File: src/rtl/alu_nibble_sequencer.sv
// alu_nibble_sequencer
// Drives an external 4-bit ALU core one nibble per cycle, LSB nibble first.
// The carry is chained between nibbles, and the wide result is returned on a
// valid/ready response channel. At most one request is in flight at a time.
module alu_nibble_sequencer #(
  parameter int N_NIBBLES = 4
) (
  input  logic                     clk,
  input  logic                     rst,
  input  logic                     req_valid,
  output logic                     req_ready,
  input  logic [4*N_NIBBLES-1:0]   req_a,
  input  logic [4*N_NIBBLES-1:0]   req_b,
  input  logic [1:0]               req_sel,
  input  logic                     req_cin,
  output logic                     rsp_valid,
  input  logic                     rsp_ready,
  output logic [4*N_NIBBLES-1:0]   rsp_d,
  output logic                     rsp_cout,
  output logic                     rsp_zero,
  output logic [3:0]               alu_a,
  output logic [3:0]               alu_b,
  output logic                     alu_s1,
  output logic                     alu_s0,
  output logic                     alu_cin,
  input  logic [3:0]               alu_d,
  input  logic                     alu_cout
);

  localparam int W  = 4 * N_NIBBLES;
  localparam int CW = (N_NIBBLES > 1) ? $clog2(N_NIBBLES) : 1;
  localparam logic [CW-1:0] K_LAST = CW'(N_NIBBLES - 1);
  localparam logic [CW-1:0] K_ONE  = CW'(1);

  typedef enum logic [1:0] {
    IDLE = 2'b00,
    EXEC = 2'b01,
    DONE = 2'b10
  } state_t;

  state_t          state_r;
  logic [CW-1:0]   k_r;
  logic [W-1:0]    a_sh_r;
  logic [W-1:0]    b_sh_r;
  logic [W-1:0]    result_r;
  logic            carry_r;

  // Operand shifters expose the next nibble at bit 0. The result shifts in
  // from the top, so after N_NIBBLES steps nibble 0 lands at the bottom.
  logic [W-1:0]    a_next_s;
  logic [W-1:0]    b_next_s;
  logic [W+3:0]    res_cat_s;
  logic [W-1:0]    res_next_s;

  assign a_next_s   = a_sh_r >> 3'd4;
  assign b_next_s   = b_sh_r >> 3'd4;
  assign res_cat_s  = {alu_d, result_r};
  assign res_next_s = res_cat_s[W+3:4];

  // The response data and carry come straight from their holding registers.
  assign rsp_d    = result_r;
  assign rsp_cout = carry_r;

  // Sequencer FSM: accept, execute one nibble per cycle, then hold the response.
  always_ff @(posedge clk) begin
    if (rst) begin
      state_r   <= IDLE;
      k_r       <= '0;
      a_sh_r    <= '0;
      b_sh_r    <= '0;
      result_r  <= '0;
      carry_r   <= 1'b0;
      req_ready <= 1'b1;
      rsp_valid <= 1'b0;
      rsp_zero  <= 1'b1;
      alu_a     <= 4'h0;
      alu_b     <= 4'h0;
      alu_s1    <= 1'b0;
      alu_s0    <= 1'b0;
      alu_cin   <= 1'b0;
    end else begin
      case (state_r)
        IDLE: begin
          if (req_valid && req_ready) begin
            // Nibble 0 is presented to the ALU in the first EXEC cycle.
            a_sh_r    <= req_a;
            b_sh_r    <= req_b;
            alu_a     <= req_a[3:0];
            alu_b     <= req_b[3:0];
            alu_s1    <= req_sel[1];
            alu_s0    <= req_sel[0];
            alu_cin   <= req_cin;
            result_r  <= '0;
            rsp_zero  <= 1'b1;
            k_r       <= '0;
            req_ready <= 1'b0;
            state_r   <= EXEC;
          end else begin
            req_ready <= 1'b1;
            state_r   <= IDLE;
          end
        end
        EXEC: begin
          result_r <= res_next_s;
          carry_r  <= alu_cout;
          rsp_zero <= (res_next_s == '0);
          if (k_r == K_LAST) begin
            // The ALU is quiet outside EXEC.
            alu_a     <= 4'h0;
            alu_b     <= 4'h0;
            alu_s1    <= 1'b0;
            alu_s0    <= 1'b0;
            alu_cin   <= 1'b0;
            rsp_valid <= 1'b1;
            state_r   <= DONE;
          end else begin
            // The carry out of this nibble feeds the carry in of the next nibble.
            k_r     <= k_r + K_ONE;
            a_sh_r  <= a_next_s;
            b_sh_r  <= b_next_s;
            alu_a   <= a_next_s[3:0];
            alu_b   <= b_next_s[3:0];
            alu_cin <= alu_cout;
            state_r <= EXEC;
          end
        end
        DONE: begin
          if (rsp_ready) begin
            rsp_valid <= 1'b0;
            req_ready <= 1'b1;
            state_r   <= IDLE;
          end else begin
            rsp_valid <= 1'b1;
            state_r   <= DONE;
          end
        end
        default: begin
          state_r   <= IDLE;
          req_ready <= 1'b1;
          rsp_valid <= 1'b0;
          alu_a     <= 4'h0;
          alu_b     <= 4'h0;
          alu_s1    <= 1'b0;
          alu_s0    <= 1'b0;
          alu_cin   <= 1'b0;
        end
      endcase
    end
  end

endmodule

File: config.mk
export PLATFORM = sky130hd
export DESIGN_NAME = alu_nibble_sequencer
export DESIGN_NICKNAME = d
export VERILOG_FILES = /design/src/rtl/alu_nibble_sequencer.sv
export SDC_FILE = /design/constraint.sdc
export NUM_CORES = 1
export LEC_CHECK = 0
export CAP_MARGIN = 20
export CORE_ASPECT_RATIO = 0.5
export CORE_MARGIN = 1
export CORE_UTILIZATION = 52
export DETAILED_ROUTE_END_ITERATION = 12
export GPL_ROUTABILITY_DRIVEN = 0
export PLACE_DENSITY_LB_ADDON = 0.05
export SETUP_SLACK_MARGIN = 0.4
export SLEW_MARGIN = 20
export SYNTH_ARGS = -nofsm -noshare
export SYNTH_HDL_FRONTEND = slang
export SYNTH_SLANG_ARGS = --single-unit
File: constraint.sdc
create_clock -name clk -period 3.6 [get_ports clk]
set_clock_uncertainty 0.1 [all_clocks]
set_input_delay 0.54 -clock clk [delete_from_list [all_inputs] [get_ports clk]]
set_output_delay 0.54 -clock clk [all_outputs]
set_load 0.05 [all_outputs]
Word-level counts from Yosys, hierarchy flattened
Index checks and enable logic that the tools add are counted.

word-level totals
  register bits = 67
  bits of input ports = 44
  output and inout bits = 31
  logic and storage cells = 72

cells by class
  $add $sub $neg = 1
  equality and inequality tests = 7
  mux-type cells = 37
  bitwise operators = 3
  reduce and logical (&&, ||, !) cells = 10

operators by type and width
  cell                 count
  $pmux 16 s2          3
  $mux 16              5
  $pmux 4 s3           2
  $logic_not 16->1     1
  $mux 4               4
  $pmux 1 s3           5
  $mux 1               11
  $mux 2               4
  $ne 2x2->1 const B   4
  $reduce_and 2->1     4
  $pmux 2 s3           1
  $reduce_and 3->1     2
  $eq 2x2->1 const B   2
  $pmux 2 s2           1
  $not 1->1            3
  $add 2x1->2 const B  1
  $eq 2x1->1 const B   1
  $logic_not 2->1      1
  $pmux 1 s2           1
  $reduce_bool 2->1    1
  $logic_and 1x1->1    1

Depth between registers and ports, before layout
Gate-level depths: netlist of the first run.

  depth after elaboration = 3
  depth in mapped cells = 8
  depth with buffers taken out = 5

Worst setup path before layout of the first run
OpenSTA, ideal clock, no wires.

  path type = reg-to-reg
  start point = register state_r[0]
  end point = register alu_s0
  setup time = 135 ps
  arrival = 1457 ps
  setup slack = 1908 ps
  stages on the path, launching flop included = 8
  path buffers = 2
  cells stage by stage = dfxtp_1 > inv_1 > ha_1 > buf_4 > a21boi_4 > buf_6 > o311ai_0 > o41ai_1

between the ends
  cells in the longest elaborated chain, start to end = 3
  elaborated cells between the ends (all ways) = 8
  classes of those cells = eq/ne (4); mux (1); bitwise (1); reduce/logical (2)

ends and longest elaborated chain
  element                                                          RTL line  text
  start: declaration                                               41        state_t state_r;
  start signal: assignment                                         67        state_r <= IDLE;
  start signal: assignment                                         97        state_r <= EXEC;
  start signal: assignment                                         100       state_r <= IDLE;
  $eq 2x1->1, or another cell as far along                         82        case (state_r)
  $ne 2x2->1 (no source line) / $not 1->1 (equally long branches)  n/a
  $reduce_and 3->1 (no source line)                                n/a
  end signal: assignment                                           91        alu_s0 <= req_sel[0];
  end: declaration                                                 24        output logic alu_s0,

Several ways; a longest one is shown, not always the timed one.
A chain may end at the register's enable or synchronous reset.

Worst setup path after layout of the first run
  start point = register state_r[0]
  end point = register a_sh_r[15]

between the ends
  cells in the longest elaborated chain, start to end = 3
  elaborated cells between the ends (all ways) = 7
  classes of those cells = eq/ne (3); mux (1); reduce/logical (3)

ends and longest elaborated chain
  element                                                                  RTL line  text
  $eq 2x1->1 / $logic_not 2->1 (equally long branches)                     82
  $ne 2x2->1 (no source line) / $reduce_bool 2->1 (equally long branches)  n/a
  $reduce_and 3->1 (no source line)                                        n/a
  end signal: assignment                                                   86        a_sh_r <= req_a;
  end signal: assignment                                                   119       a_sh_r <= a_next_s;
  end: declaration                                                         43        logic [W-1:0] a_sh_r;

Several ways; a longest one is shown, not always the timed one.

==> results_dict.tcl, run 1 <==
set metrics [dict create \
    layout-drive-gt1-share 0.05949 \
    setup-tns-final_ps 0 \
    cts_resized 0 \
    clock-root-buffer "clkbuf_8" \
    port-buffer-count 74 \
    cp-startpoint "state_r[0]$_SDFF_PP0_" \
    cts_tree "yes" \
    grt_pass1_vias 2273 \
    antenna_cells 0 \
    finalInstanceArea_um2 3571 \
    routed_via_density 5.875 \
    dr.pass1.iters 4 \
    r2r_end "a_sh_r[15]$_SDFFE_PP0P_" \
    rsz0062_at_grt "no" \
    seq_area_frac_synth 0.4273 \
    antenna_found_initial 0 \
    wirelength_um 6410 \
    hold_violations 0 \
    crit_fanout 34 \
    grt_max_degree 35 \
    worst_slew_pin_slew_ps 724.1 \
    num-nets-final 402 \
    vias 2485 \
    reg2reg_depth 5 \
    async_flop_share 0 \
    synth_area_um2 2764 \
    synth.avg_cell_area_um2 9.401 \
    cts_sinks 59 \
    status "finished, final reports clean" \
    drt-initial-drc-count 88 \
    die_w_um 105.1 \
    drtAntennaViolNets 0 \
    syn_to_final_growth_pct 29.20 \
    overflow 0 \
    grt_pass1_wl_um 10530 \
    core_region_area_um2 5022 \
    worstPathArrival_ps 2550 \
    path_class "flop to flop" \
    grt.total_usage 0.2438 \
    cp.required_ps 3730 \
    slew_headroom 0.5172 \
    insertion_delay_ps 340 \
    synth_nets 344 \
    start_util 0.5503 \
    worst_hold_path.num_cells 2 \
    post_cts_buffers 0 \
    synth_warnings 0 \
    postCtsHoldBufs 0 \
    die-area_um2 5628 \
    cts_buffers 9 \
    startpoint_type "flop" \
    drc 0 \
    period_needed_ps 2427 \
    post-route-period-util 0.6742 \
    fmax_mhz 412.0 \
    finalSetupViolCount 0 \
    nFillCells 423 \
    die_y_um 53.55 \
    worst_hold_path_type "flop to flop" \
    synth_edf_count 0 \
    min_from "rsp_d[3]$_SDFFE_PP0P_" \
    htreeDepth 3 \
    hold_end "rsp_d[3]$_SDFFE_PP0P_" \
    cp-end-kind "flop" \
    synthCells 294 \
    clk_pin_slew_ps 60 \
    synth-main-ff-cell "dfxtp_1" \
    hpwl_um 4364 \
    power.total_uw 1607 \
    row_count 18 \
    ir_drop_uv 214.8 \
    ys_seq_elements 59 \
    ys_types 40 \
    pin_count 75 \
    reg2reg_from "state_r[0]$_SDFF_PP0_" \
    p_per_area_nw_per_um2 450.1 \
    clk_path_buf_depth 2 \
    maxCapViolCount 0 \
    leakagePower_uw 0.001263 \
    placed_area_um2 3416 \
    routedWlPerCell_um 15.15 \
    maxSlewViolCount 0 \
    worst-r2r-setup-slack_ps 1170 \
]
cell usage after synthesis (6+ instances only):
| master | instances | area [µm²] |
|---|---|---|
| a211oi_1 | 18 | 135.1 |
| a21oi_1 | 28 | 140.1 |
| a211o_1 | 8 | 70.07 |
| clkbuf_1 | 6 | 22.52 |
| dfxtp_1 | 59 | 1181 |
| nand2_1 | 10 | 37.54 |
| buf_2 | 9 | 45.04 |
| buf_4 | 7 | 52.55 |
| nand3_1 | 37 | 185.2 |
| buf_6 | 6 | 67.56 |
| a22o_1 | 8 | 70.07 |
| nand3b_1 | 9 | 67.56 |
| mux2i_1 | 17 | 170.2 |
| ha_1 | 6 | 75.07 |
| o21ai_0 | 11 | 55.05 |
| a31oi_1 | 16 | 100.1 |
stage by stage:
step                std cells  worst slack, ps  hold slack, ps    util
floorplan                 294             1908           349.0       -
global placement          411             1161           356.8  0.6801
detailed placement        411             1103           359.4  0.6801
CTS                       423             1208           367.3  0.7110
global route              423             1032           392.2  0.7110
finish                    423             1173           366.7  0.7110
cells by family after synthesis:
group,share of synthesized area
AOI/OAI and AO/OA,0.2526
and+or+nand+nor,0.1535
adders and majority gates,0.02716
buffers and inverters,0.07786
DFF,0.4273
muxes,0.06157
where the power goes:
group	internal, µW	leakage, µW	switching, µW
combinational	154	0.000700	218
sequential	706	0.000483	30.4
clock	272	0.0000803	227
total	1130	0.00126	475
layer usage:
layer	global-route usage	part of all wire
met1	0.3060	0.46
met5	0	0
met3	0.07748	0.056
met2	0.4106	0.48
met4	0.07981	0.0092
registers in the layout, indices dropped and copies added, names as in the netlist, 2 cells and up:
| register | count |
|---|---|
| k_r | 2 |
| a_sh_r | 12 |
| alu_a | 4 |
| alu_b | 4 |
| b_sh_r | 12 |
| state_r | 2 |
| rsp_d | 16 |
how the worst max path moves through the flow:
stage                                    endpoint  cells after the start
final                     a_sh_r[15]$_SDFFE_PP0P_                      5
after global routing       b_sh_r[9]$_SDFFE_PP0P_                      5
after CTS                 a_sh_r[14]$_SDFFE_PP0P_                      5
after detailed placement  a_sh_r[14]$_SDFFE_PP0P_                      4
after global placement    a_sh_r[15]$_SDFFE_PP0P_                      4
after floorplan               alu_s0$_SDFFE_PP0P_                      7
worst max-delay path, stage by stage (launching register included):
cell	delay, ps
dfxtp_1	370
inv_1	80
ha_1	430
a21bo_2	770
a31oi_4	270
a22o_1	290
final cells by class:
type,instances,area [µm²],share of cell area
Multi-Input combinational cell,200,1370,0.3837
Sequential cell,59,1181,0.3308
Timing Repair Buffer,77,758.2,0.2123
Clock buffer,12,155.1,0.04345
Inverter,5,18.77,0.005256
Tap cell,70,87.58,0.02453
cell usage in the layout, fill, tap and decap left out, drive strengths merged:
cell type       n
nor4            4
inv             5
or2             1
o21ai          11
o31ai           2
a32oi           1
ha              6
dfxtp          59
nand3          37
a21boi          1
nand3b          9
nand4b          1
o311ai          2
nor2b           2
nand2          10
o41ai           2
o2111ai         1
a211oi         18
a31oi          17
nor3            3
a22o            8
nand2b          3
a21bo           1
clkbuf         12
and2            1
or4             1
a21oi          28
nor2            3
buf             4
nand4           1
a211o           8
mux2i          17
a221o           1
clkdlybuf4s50  73
Note: power is estimated with default switching activity, not from simulation.
==> run 2, diff against run 1 <==
--- a/config.mk
+++ b/config.mk
@@ -8,7 +8,7 @@
 export CAP_MARGIN = 20
 export CORE_ASPECT_RATIO = 0.5
 export CORE_MARGIN = 1
-export CORE_UTILIZATION = 52
+export CORE_UTILIZATION = 48
 export DETAILED_ROUTE_END_ITERATION = 12
 export GPL_ROUTABILITY_DRIVEN = 0
 export PLACE_DENSITY_LB_ADDON = 0.05
==> constraint.sdc (replaced) <==
create_clock -name clk -period 2.5 [get_ports clk]
set_clock_uncertainty 0.1 [all_clocks]
set_input_delay 0.375 -clock clk [delete_from_list [all_inputs] [get_ports clk]]
set_output_delay 0.375 -clock clk [all_outputs]
set_load 0.05 [all_outputs]
==> run 2 against run 1 <==
Compared with the run above: critical endpoint is now req_ready; worst hold slack lost 5.0 ps; critical path type is now flop to primary output; via count grew 3.7%; die area increased by 8.1%; non-clock buffer count increased by 9; total power up 69%; first-iteration DRC count grew 130%; clock power increased by 110%; register-to-register slack lost 700 ps; worst setup slack worse by 730 ps.
==> results_dict.tcl, run 2 (synthesis results as in run 1) <==
set metrics [dict create \
    vias 2577 \
    die-area_um2 6084 \
    startpoint_type "flop" \
    cts_buffers 9 \
    cp_num_buf_inv 1 \
    hold_end "rsp_d[3]$_SDFFE_PP0P_" \
    grt.total_usage 0.2368 \
    placed_area_um2 3480 \
    postCtsHoldBufs 0 \
    largest_reg_flops 16 \
    grt_pass1_vias 2379 \
    drc 0 \
    antenna_cells 0 \
    slew_headroom 0.5146 \
    wirelength_um 6773 \
    port-buffer-count 74 \
    utilization 0.6831 \
    cp_cell_sequence "clkdlybuf4s50_1" \
    num-nets-final 411 \
    mostFrequentLayoutCell "clkdlybuf4s50_1" \
    grt_max_degree 34 \
    cp_top_family "buffers and inverters" \
    core_region_area_um2 5515 \
    r2r_end "alu_s0$_SDFFE_PP0P_" \
    final_cell_mix "clkdlybuf4s50_1, dfxtp_1, nand3_1" \
    worst_slew_pin_slew_ps 728.1 \
    start_util 0.5011 \
    hold_violations 0 \
    clk_path_buf_depth 2 \
    drt-initial-drc-count 198 \
    cp_slowest_cell "clkdlybuf4s50_1" \
    reg2reg_from "state_r[1]$_SDFF_PP0_" \
    ir_drop_uv 457.2 \
    status "finished, final reports clean" \
    post-route-period-util 0.8217 \
    overflow 0 \
    die_w_um 109.3 \
    worst_hold_path.num_cells 2 \
    crit_fanout 5 \
    rsz0062_at_grt "yes" \
    routedWlPerCell_um 15.46 \
    cp-end-kind "primary output" \
    syn_to_final_growth_pct 36.31 \
    fmax_mhz 486.8 \
    dr.pass1.iters 4 \
    cts_sinks 59 \
    p_per_area_nw_per_um2 719.7 \
    timing.hold.ws_ps 361.7 \
    clk_pin_slew_ps 50 \
    layout-drive-gt1-share 0.08767 \
    worstPathArrival_ps 1580 \
    insertion_delay_ps 320 \
    leakagePower_uw 0.001362 \
    maxCapViolCount 0 \
    hpwl_um 4707 \
    grt_pass1_wl_um 10990 \
    path_class "flop to primary output" \
    drtAntennaViolNets 0 \
    row_count 19 \
    maxSlewViolCount 0 \
    power.total_uw 2711 \
    antenna_found_initial 0 \
    cts_tree "yes" \
    reg2reg_depth 6 \
    finalSetupViolCount 0 \
    max_stage_delay_ps 840 \
    setup-tns-final_ps 0 \
    finalInstanceArea_um2 3767 \
    htreeDepth 3 \
    cp.required_ps 2030 \
    worst-r2r-setup-slack_ps 470 \
    routed_via_density 5.884 \
    period_needed_ps 2054 \
    die_y_um 55.66 \
    worst_hold_path_type "flop to flop" \
    pin_count 75 \
    min_from "rsp_d[3]$_SDFFE_PP0P_" \
    clock-root-buffer "clkbuf_16" \
]
-- run 2: cell count changes in the layout (fill, tap and decap cells not counted), sizes merged --
cell	previous run	this run
buf	4	13
clkinv	0	3
-- run 2: layout make-up --
| type | count | area (µm²) |
|---|---|---|
| Sequential cell | 59 | 1181 |
| Inverter | 5 | 18.77 |
| Clock buffer | 12 | 246.5 |
| Clock inverter | 3 | 15.01 |
| Multi-Input combinational cell | 200 | 1376 |
| Fill cell | 472 | 1748 |
| Tap cell | 73 | 91.34 |
| Timing Repair Buffer | 86 | 838.3 |
-- run 2: worst max-delay path by stage --
stage,cells after the start,endpoint,slack [ps],from
after floorplan,7,alu_s0$_SDFFE_PP0P_,810,state_r[0]$_SDFF_PP0_
after global placement,4,a_sh_r[10]$_SDFFE_PP0P_,490,req_valid
after detailed placement,4,b_sh_r[4]$_SDFFE_PP0P_,450,req_valid
after CTS,1,req_ready,440,req_ready$_SDFFE_PP1P_
after global routing,6,alu_s0$_SDFFE_PP0P_,340,state_r[1]$_SDFF_PP0_
final,1,req_ready,450,req_ready$_SDFFE_PP1P_
-- run 2: power by group --
| group | total, µW | internal [µW] | leakage, µW | switching (µW) |
|---|---|---|---|---|
| Clock | 1070 | 685 | 0.000132 | 390 |
| Sequential | 1070 | 1020 | 0.000483 | 47.1 |
| Combinational | 570 | 247 | 0.000747 | 324 |
-- run 2: repair_timing --
action / CTS / global route
resized for setup: 0 / 1
endpoints found under the setup margin: 0 / 26
setup buffers: 0 / 1
-- run 2: layer usage --
layer / routed length (µm) / vias to the layer above / global-route usage
met3: 471 / 5 / 0.07143
li1: - / 1247 / -
met1: 2958 / 1226 / 0.3033
met5: 0 / - / 0
met2: 3296 / 99 / 0.3765
met4: 47 / 0 / 0.08952
-- run 2: per-stage QoR --
stage | worst slack [ps] | cells
global placement | 492.9 | 422
CTS | 440.1 | 437
detailed placement | 446.9 | 422
global route | 344.9 | 438
floorplan | 808.3 | 294
finish | 445.9 | 438
==> run 3, diff against run 2 <==
==> constraint.sdc (replaced) <==
create_clock -name clk -period 2 [get_ports clk]
set_clock_uncertainty 0.1 [all_clocks]
set_input_delay 0.3 -clock clk [delete_from_list [all_inputs] [get_ports clk]]
set_output_delay 0.3 -clock clk [all_outputs]
set_load 0.05 [all_outputs]
==> run 3 against run 2 <==
Compared with the run above: register-to-register slack got worse by 110 ps; combinational power increased by 45%; clock power increased by 64%; via count rose by 3.0%; flip-flop and latch count unchanged; first-iteration DRC count fell by 22%; total power is 45% higher; sequential power increased by 25%; final cell count is 3.0% higher; non-clock buffer count increased by 12; die area stayed put; critical endpoint is now a_sh_r[6]$_SDFFE_PP0P_.
==> results_dict.tcl, run 3 (synthesis results as in run 1) <==
set metrics [dict create \
    worst-r2r-setup-slack_ps 360 \
    crit_fanout 11 \
    overflow 0 \
    start_util 0.5011 \
    wirelength_um 7353 \
    clk_path_buf_depth 2 \
    worst_hold_path_type "input port to flop" \
    cts_sinks 59 \
    period_needed_ps 1637 \
    setup-tns-final_ps 0 \
    timing.hold.ws_ps 357.5 \
    antenna_cells 0 \
    leakagePower_uw 0.001542 \
    maxCapViolCount 0 \
    cts_buffers 9 \
    slew_headroom 0.6456 \
    die-area_um2 6084 \
    die_y_um 55.66 \
    post-route-period-util 0.8185 \
    layout-drive-gt1-share 0.2354 \
    drtAntennaViolNets 0 \
    cp.required_ps 2100 \
    grt.total_usage 0.2478 \
    maxSlewViolCount 0 \
    dp.cells 429 \
    worstPathArrival_ps 1740 \
    row_count 19 \
    pin_count 75 \
    clk_pin_slew_ps 50 \
    grt_pass1_vias 2473 \
    finalSetupViolCount 0 \
    core_region_area_um2 5515 \
    path_class "flop to flop" \
    rsz0062_at_grt "yes" \
    cp-end-kind "flop" \
    drc 0 \
    routedWlPerCell_um 16.30 \
    startpoint_type "flop" \
    drt-initial-drc-count 155 \
    routed_via_density 5.887 \
    hpwl_um 4757 \
    worst_slew_pin_slew_ps 531.7 \
    multi_input_area_um2 1545 \
    dr.pass1.iters 4 \
    utilization 0.7548 \
    insertion_delay_ps 320 \
    ir_drop_uv 593.5 \
    vias 2655 \
    fmax_mhz 610.9 \
    status "finished, final reports clean" \
    finalNonFillerCells 451 \
    seq_area_um2 1187 \
    antenna_found_initial 0 \
    mostFrequentLayoutCell "dfxtp_1" \
    syn_to_final_growth_pct 50.61 \
    htreeDepth 3 \
    p_per_area_nw_per_um2 944.2 \
    nFillCells 404 \
    postCtsHoldBufs 0 \
    hold_violations 0 \
    num-nets-final 423 \
    largest_reg_flops 16 \
    grt_pass1_wl_um 11650 \
    cts_tree "yes" \
    die_w_um 109.3 \
    final_cell_mix "dfxtp_1, clkdlybuf4s50_1, nand3_1" \
    grt_max_degree 24 \
    clock-root-buffer "clkbuf_16" \
    port-buffer-count 74 \
]
==> run 3: cell count changes in the layout (fill, tap and decap cells not counted), moves of 6 or more <==
cell,change
clkdlybuf4s15_2,+12
a211oi_2,+6
clkdlybuf4s15_1,+12
buf_6,+6
clkdlybuf4s50_1,-31
a211oi_1,-7
==> run 3: area by class of cell <==
cell class	count	area share
Multi-Input combinational cell	200	0.3712
Sequential cell	59	0.2852
Timing Repair Buffer	98	0.2347
Clock buffer	11	0.05831
Clock inverter	5	0.02405
Tap cell	73	0.02194
Inverter	5	0.004509
==> run 3: metal layers <==
metal / part of all wire / global-route usage / up-vias / wire [µm]
met4: 0.0042 / 0.03619 / 0 / 31
met5: 0 / 0 / - / 0
li1: - / - / 1283 / -
met1: 0.43 / 0.2955 / 1278 / 3195
met3: 0.062 / 0.09133 / 4 / 455
met2: 0.50 / 0.4349 / 90 / 3671
==> run 3: worst paths after layout <==
check                                      startpoint                     end  cells past startpoint
worst max-delay path            state_r[1]$_SDFF_PP0_  a_sh_r[6]$_SDFFE_PP0P_                      6
worst min-delay path                              rst   alu_b[0]$_SDFFE_PP0P_                      2
worst max register to register  state_r[1]$_SDFF_PP0_  a_sh_r[6]$_SDFFE_PP0P_                      6
worst min register to register  rsp_d[0]$_SDFFE_PP0P_   rsp_d[0]$_SDFFE_PP0P_                      2
==> run 3: through the flow <==
stage          setup slack, ps  power (µW)  instance area [µm²]
5_1_grt                  312.9        4072                 4163
6_report                 363.0        3931                 4163
4_1_cts                  327.1        3884                 4070
2_1_floorplan            405.4        1847                 2778
3_5_place_dp             77.38        2068                 3548
3_3_place_gp             156.0        2049                 3548
==> run 3: worst max-delay path: stages (launching register included) <==
cell and delay, ps:
dfxtp_2 340, inv_2 60, ha_4 210, or2_4 300
buf_6 160, a31oi_1 260, a211oi_2 80
==> run 3: timing repair <==
item / CTS / global route
setup endpoints to repair: 84 / 62
gates cloned: 2 / 0
buffers inserted: 2 / 2
endpoints found under the hold margin: 0 / 0
gates resized for setup: 85 / 37
pin swaps: 1 / 0
==> run 3: report_power, final <==
group / total (µW) / internal (µW) / leakage, µW / switching [µW]
Combinational: 829 / 369 / 0.000889 / 460
Clock: 1760 / 1250 / 0.000169 / 518
Sequential: 1340 / 1270 / 0.000484 / 64.3
Total: 3930 / 2890 / 0.00154 / 1040
